`config.mk`:
```
export PLATFORM = sky130hd
export DESIGN_NAME = ff_rx_fifo
export DESIGN_NICKNAME = d
export VERILOG_FILES = /design/src/rtl/ff_rx_fifo.sv
export SDC_FILE = /design/constraint.sdc
export NUM_CORES = 1
export LEC_CHECK = 0
export CAP_MARGIN = 10
export CORE_ASPECT_RATIO = 2
export CORE_UTILIZATION = 50
export DETAILED_ROUTE_END_ITERATION = 8
export GPL_ROUTABILITY_DRIVEN = 0
export PLACE_DENSITY_LB_ADDON = 0.08
export SLEW_MARGIN = 20
export SYNTH_ARGS = -nofsm -noshare
export SYNTH_HDL_FRONTEND = slang
export SYNTH_SLANG_ARGS = --single-unit
```
`constraint.sdc`:
```
create_clock -name clk -period 3.82 [get_ports clk]
set_input_delay 0.382 -clock clk [delete_from_list [all_inputs] [get_ports clk]]
set_output_delay 0.382 -clock clk [all_outputs]
set_load 0.03 [all_outputs]
```
`src/rtl/ff_rx_fifo.sv`:
```
// ff_rx_fifo: receiving end of a valid-only stream.
// Captures every upstream beat into a small show-ahead FIFO and re-presents
// it through a ready/valid handshake. Beats arriving when no slot can be
// freed are dropped and flagged by a sticky overflow bit.
module ff_rx_fifo #(
    parameter int SIZE  = 32,
    parameter int DEPTH = 4
) (
    input  logic                     clk,
    input  logic                     reset,
    input  logic                     valid_i,
    input  logic [SIZE-1:0]          data_i,
    input  logic                     ready_i,
    output logic [SIZE-1:0]          data_o,
    output logic                     valid_o,
    output logic [$clog2(DEPTH):0]   count_o,
    output logic                     overflow_o
);

    localparam int AW = $clog2(DEPTH);
    localparam int CW = AW + 1;
    localparam logic [CW-1:0] FULL_COUNT = CW'(DEPTH);

    logic [SIZE-1:0] r_mem [0:DEPTH-1];
    logic [AW-1:0]   r_wr_ptr;
    logic [AW-1:0]   r_rd_ptr;
    logic [CW-1:0]   r_count;
    logic            r_overflow;

    logic            w_empty;
    logic            w_full;
    logic            w_pop;
    logic            w_push;
    logic            w_drop;

    // Handshake decode: a pop frees a slot in the same cycle, so a full
    // FIFO can still accept a beat when the consumer is taking one.
    always_comb begin
        w_empty = (r_count == '0);
        w_full  = (r_count == FULL_COUNT);
        w_pop   = !w_empty && ready_i;
        w_push  = valid_i && (!w_full || w_pop);
        w_drop  = valid_i && w_full && !w_pop;
    end

    // Storage array: written at the write pointer on every accepted beat.
    // NOTE: the array is cleared in reset so data_o is never X after reset;
    // that makes it flops rather than a RAM macro, which is fine at this depth.
    always_ff @(posedge clk or posedge reset) begin
        if (reset) begin
            for (int i = 0; i < DEPTH; i++) begin
                r_mem[i] <= '0;
            end
        end else if (w_push) begin
            r_mem[r_wr_ptr] <= data_i;
        end
    end

    // Pointers wrap naturally modulo DEPTH because DEPTH is a power of two.
    // NOTE: sequential state uses non-blocking assignments only, so every
    // register samples the pre-edge values regardless of statement order.
    always_ff @(posedge clk or posedge reset) begin
        if (reset) begin
            r_wr_ptr <= '0;
            r_rd_ptr <= '0;
        end else begin
            if (w_push) begin
                r_wr_ptr <= r_wr_ptr + 1'b1;
            end
            if (w_pop) begin
                r_rd_ptr <= r_rd_ptr + 1'b1;
            end
        end
    end

    // Occupancy: +1 on push only, -1 on pop only, unchanged otherwise.
    always_ff @(posedge clk or posedge reset) begin
        if (reset) begin
            r_count <= '0;
        end else begin
            case ({w_push, w_pop})
                2'b10:   r_count <= r_count + 1'b1;
                2'b01:   r_count <= r_count - 1'b1;
                default: r_count <= r_count;
            endcase
        end
    end

    // Sticky overflow: set by any dropped beat, cleared only by reset.
    always_ff @(posedge clk or posedge reset) begin
        if (reset) begin
            r_overflow <= 1'b0;
        end else if (w_drop) begin
            r_overflow <= 1'b1;
        end
    end

    // Show-ahead outputs driven straight from registered state; there is no
    // bypass, so a beat into an empty FIFO appears one cycle later.
    always_comb begin
        data_o     = r_mem[r_rd_ptr];
        valid_o    = !w_empty;
        count_o    = r_count;
        overflow_o = r_overflow;
    end

endmodule

```
==> flow_metrics.py <==
metrics = {
    "route": {
        "wl_microns": 11530,
        "wl_per_cell_microns": 19.54,
        "vias_per_cell": 5.515,
        "drcViolationCount": 0,
        "drt_first_pass_iters": 4,
        "via_count": 3254,
        "drtIter0Drc": 114,
        "ant_nets": 0,
    },
    "timing": {
        "skew_ps": 6.244,
        "rsz0062_at_grt": "no",
        "tightest_slew_ps": 912.7,
        "fin_tns_setup_ps": 0,
        "setup_viol": 0,
        "slew_viol_final": 0,
        "timing.final.crit_share": 0.7404,
        "max_slew_margin": 0.3915,
        "finalHoldViolCount": 0,
        "max_freq_mhz": 353.6,
        "period_minus_slack_ps": 2828,
    },
    "global_route": {
        "grt_overflow": 0,
        "grt_pass1_wl_microns": 19050,
        "grt_max_degree": 67,
        "antenna_found_initial": 0,
        "grt_pass1_vias": 3666,
        "track_usage": 0.2084,
    },
    "cts": {
        "cts_tree": "built",
        "ctsHoldBuffers": 0,
        "clk_pin_slew_ps": 60,
        "cts-root-buf": "clkbuf_16",
        "clock_latency_ps": 410,
        "clk_path_buf_depth": 2,
        "cts_resized": 0,
        "h-tree-depth": 4,
        "cts_made_buffers": 17,
        "cts_setup_buffers": 0,
        "clock_sinks": 136,
    },
    "floorplan": {
        "start_util": 0.5132,
        "core_sq_um": 11700,
        "ios": 73,
        "placementRows": 56,
        "die_w_microns": 79.49,
        "die_area_sq_um": 12480,
        "fp.dieH_microns": 157.0,
    },
    "outcome": {
        "status": "completed",
    },
    "place": {
        "io_buffers": 72,
        "place_area_sq_um": 6860,
        "hpwl_microns": 7311,
    },
    "power": {
        "p_total_mw": 7.887,
        "powerDensity_nw_per_um2": 1057,
        "leakage_nw": 3.054,
        "ir_drop_uv": 521.3,
    },
    "synth": {
        "synth_cells": 351,
        "ys_seq_area_frac": 0.5668,
        "ys_ff_latch": 136,
        "synthesis.area_sq_um": 6005,
        "ys_types": 19,
        "syn_avg_cell_area_sq_um": 17.11,
        "synth_nets": 393,
        "yosysWarnings": 0,
    },
    "cells_and_area": {
        "fillCellCount": 878,
        "diodes": 0,
        "design_area_sq_um": 7460,
        "drive_above_1_share": 0.4674,
        "layout.nets": 474,
        "syn_to_final_growth_pct": 24.23,
    },
    "worst_setup_path": {
        "cp.arrival_ps": 2450,
        "setup.worst_path.class": "reg -> out",
        "regToRegSetupSlack_ps": 1320,
        "cp-end-kind": "primary output",
        "crit_fanout": 33,
        "cp-start-kind": "flip-flop",
        "crit_required_ps": 3440,
    },
    "run": {
        "max_cap_viol_count": 0,
    },
    "hold_path": {
        "hold_class": "in -> async",
    },
}
==> power breakdown <==
group | switching [mW] | leakage, nW | internal (mW)
clock network | 0.597 | 0.283 | 1.04
logic | 1.64 | 1.16 | 1.96
registers | 0.456 | 1.61 | 2.19
total | 2.69 | 3.05 | 5.20
==> path summary, 6_finish.rpt <==
check                                         end  cells past startpoint                     from
max reg2reg                count_o[2]$_DFFE_PP0P_                      8   count_o[1]$_DFFE_PP0P_
max                                     data_o[6]                      2  r_rd_ptr[1]$_DFFE_PP0P_
min                        r_mem[118]$_DFFE_PP0P_                      2                    reset
min reg2reg                overflow_o$_DFFE_PP0P_                      1   overflow_o$_DFFE_PP0P_
max in group asynchronous   r_mem[71]$_DFFE_PP0P_                      3                    reset
min in group clk           overflow_o$_DFFE_PP0P_                      1   overflow_o$_DFFE_PP0P_
==> sequential cells by signal, summed over array words and instances (netlist names) <==
| name | flops |
|---|---|
| count_o | 3 |
| overflow_o | 1 |
| r_mem | 128 |
| r_rd_ptr | 2 |
| r_wr_ptr | 2 |
==> worst max-delay path, stage by stage (launching register included) <==
cell             delay [ps]
dfrtp_2                 970
mux4_2                  390
clkdlybuf4s50_1         680
==> per-stage QoR <==
stage	setup WS, ps	hold WS (ps)	util	std cells
2_1_floorplan	1632	475.1	-	351
3_3_place_gp	1042	448.5	0.5863	558
3_5_place_dp	981.4	447.2	0.5863	558
4_1_cts	938.7	395.2	0.6375	590
5_1_grt	886.4	422.5	0.6375	590
6_report	991.6	373.2	0.6375	590
==> routing by layer <==
layer	vias up	share of wire	routed length, microns	track usage
met5	-	0	0	0
met4	0	0.015	176	0.07186
met3	19	0.033	378	0.05855
met2	53	0.54	6240	0.3504
met1	1728	0.41	4733	0.2544
li1	1454	-	-	-
==> area by class of cell <==
type / instances / area (sq um) / share of cell area
Multi-Input combinational cell: 189 / 2439 / 0.3269
Clock buffer: 21 / 450.4 / 0.06038
Clock inverter: 11 / 148.9 / 0.01996
Inverter: 6 / 26.28 / 0.003522
Tap cell: 145 / 181.4 / 0.02432
Sequential cell: 136 / 3406 / 0.4566
Timing Repair Buffer: 82 / 808.3 / 0.1084
==> layout by cell type (no fill, tap or decap), types with 4 or more instances in the layout <==
master / instances
mux2_2: 129
clkbuf_16: 17
mux4_2: 32
nand2_1: 5
buf_4: 9
ha_1: 5
nor2_4: 4
clkinvlp_4: 4
inv_1: 5
clkdlybuf4s50_1: 72
dfrtp_1: 134
==> synth_stat cells <==
cell        n  area share
mux4_2     32        0.12
dfrtp_1   136        0.57
o31a_1      1      0.0015
inv_1       6      0.0038
nand2b_1    1      0.0010
a21o_1      1      0.0013
mux2i_1     1      0.0017
nand2_1     5      0.0031
nor4b_4     1      0.0040
xor2_1      3      0.0044
fa_1        1      0.0033
buf_6      12       0.023
mux2_2    129        0.24
buf_2       4      0.0033
ha_1        5       0.010
xnor2_1     3      0.0044
or3_1       1      0.0010
nor2_1      5      0.0031
clkbuf_1    4      0.0025
==> kinds of logic after synthesis <==
| family | share of synthesized area |
|---|---|
| mux | 0.3636 |
| flops | 0.5668 |
| compound gates | 0.002710 |
| buf+inv | 0.03209 |
| xor+xnor | 0.008753 |
| fa+ha+maj | 0.01375 |
| simple gates | 0.01230 |
Note: power is estimated with default switching activity, not from simulation.
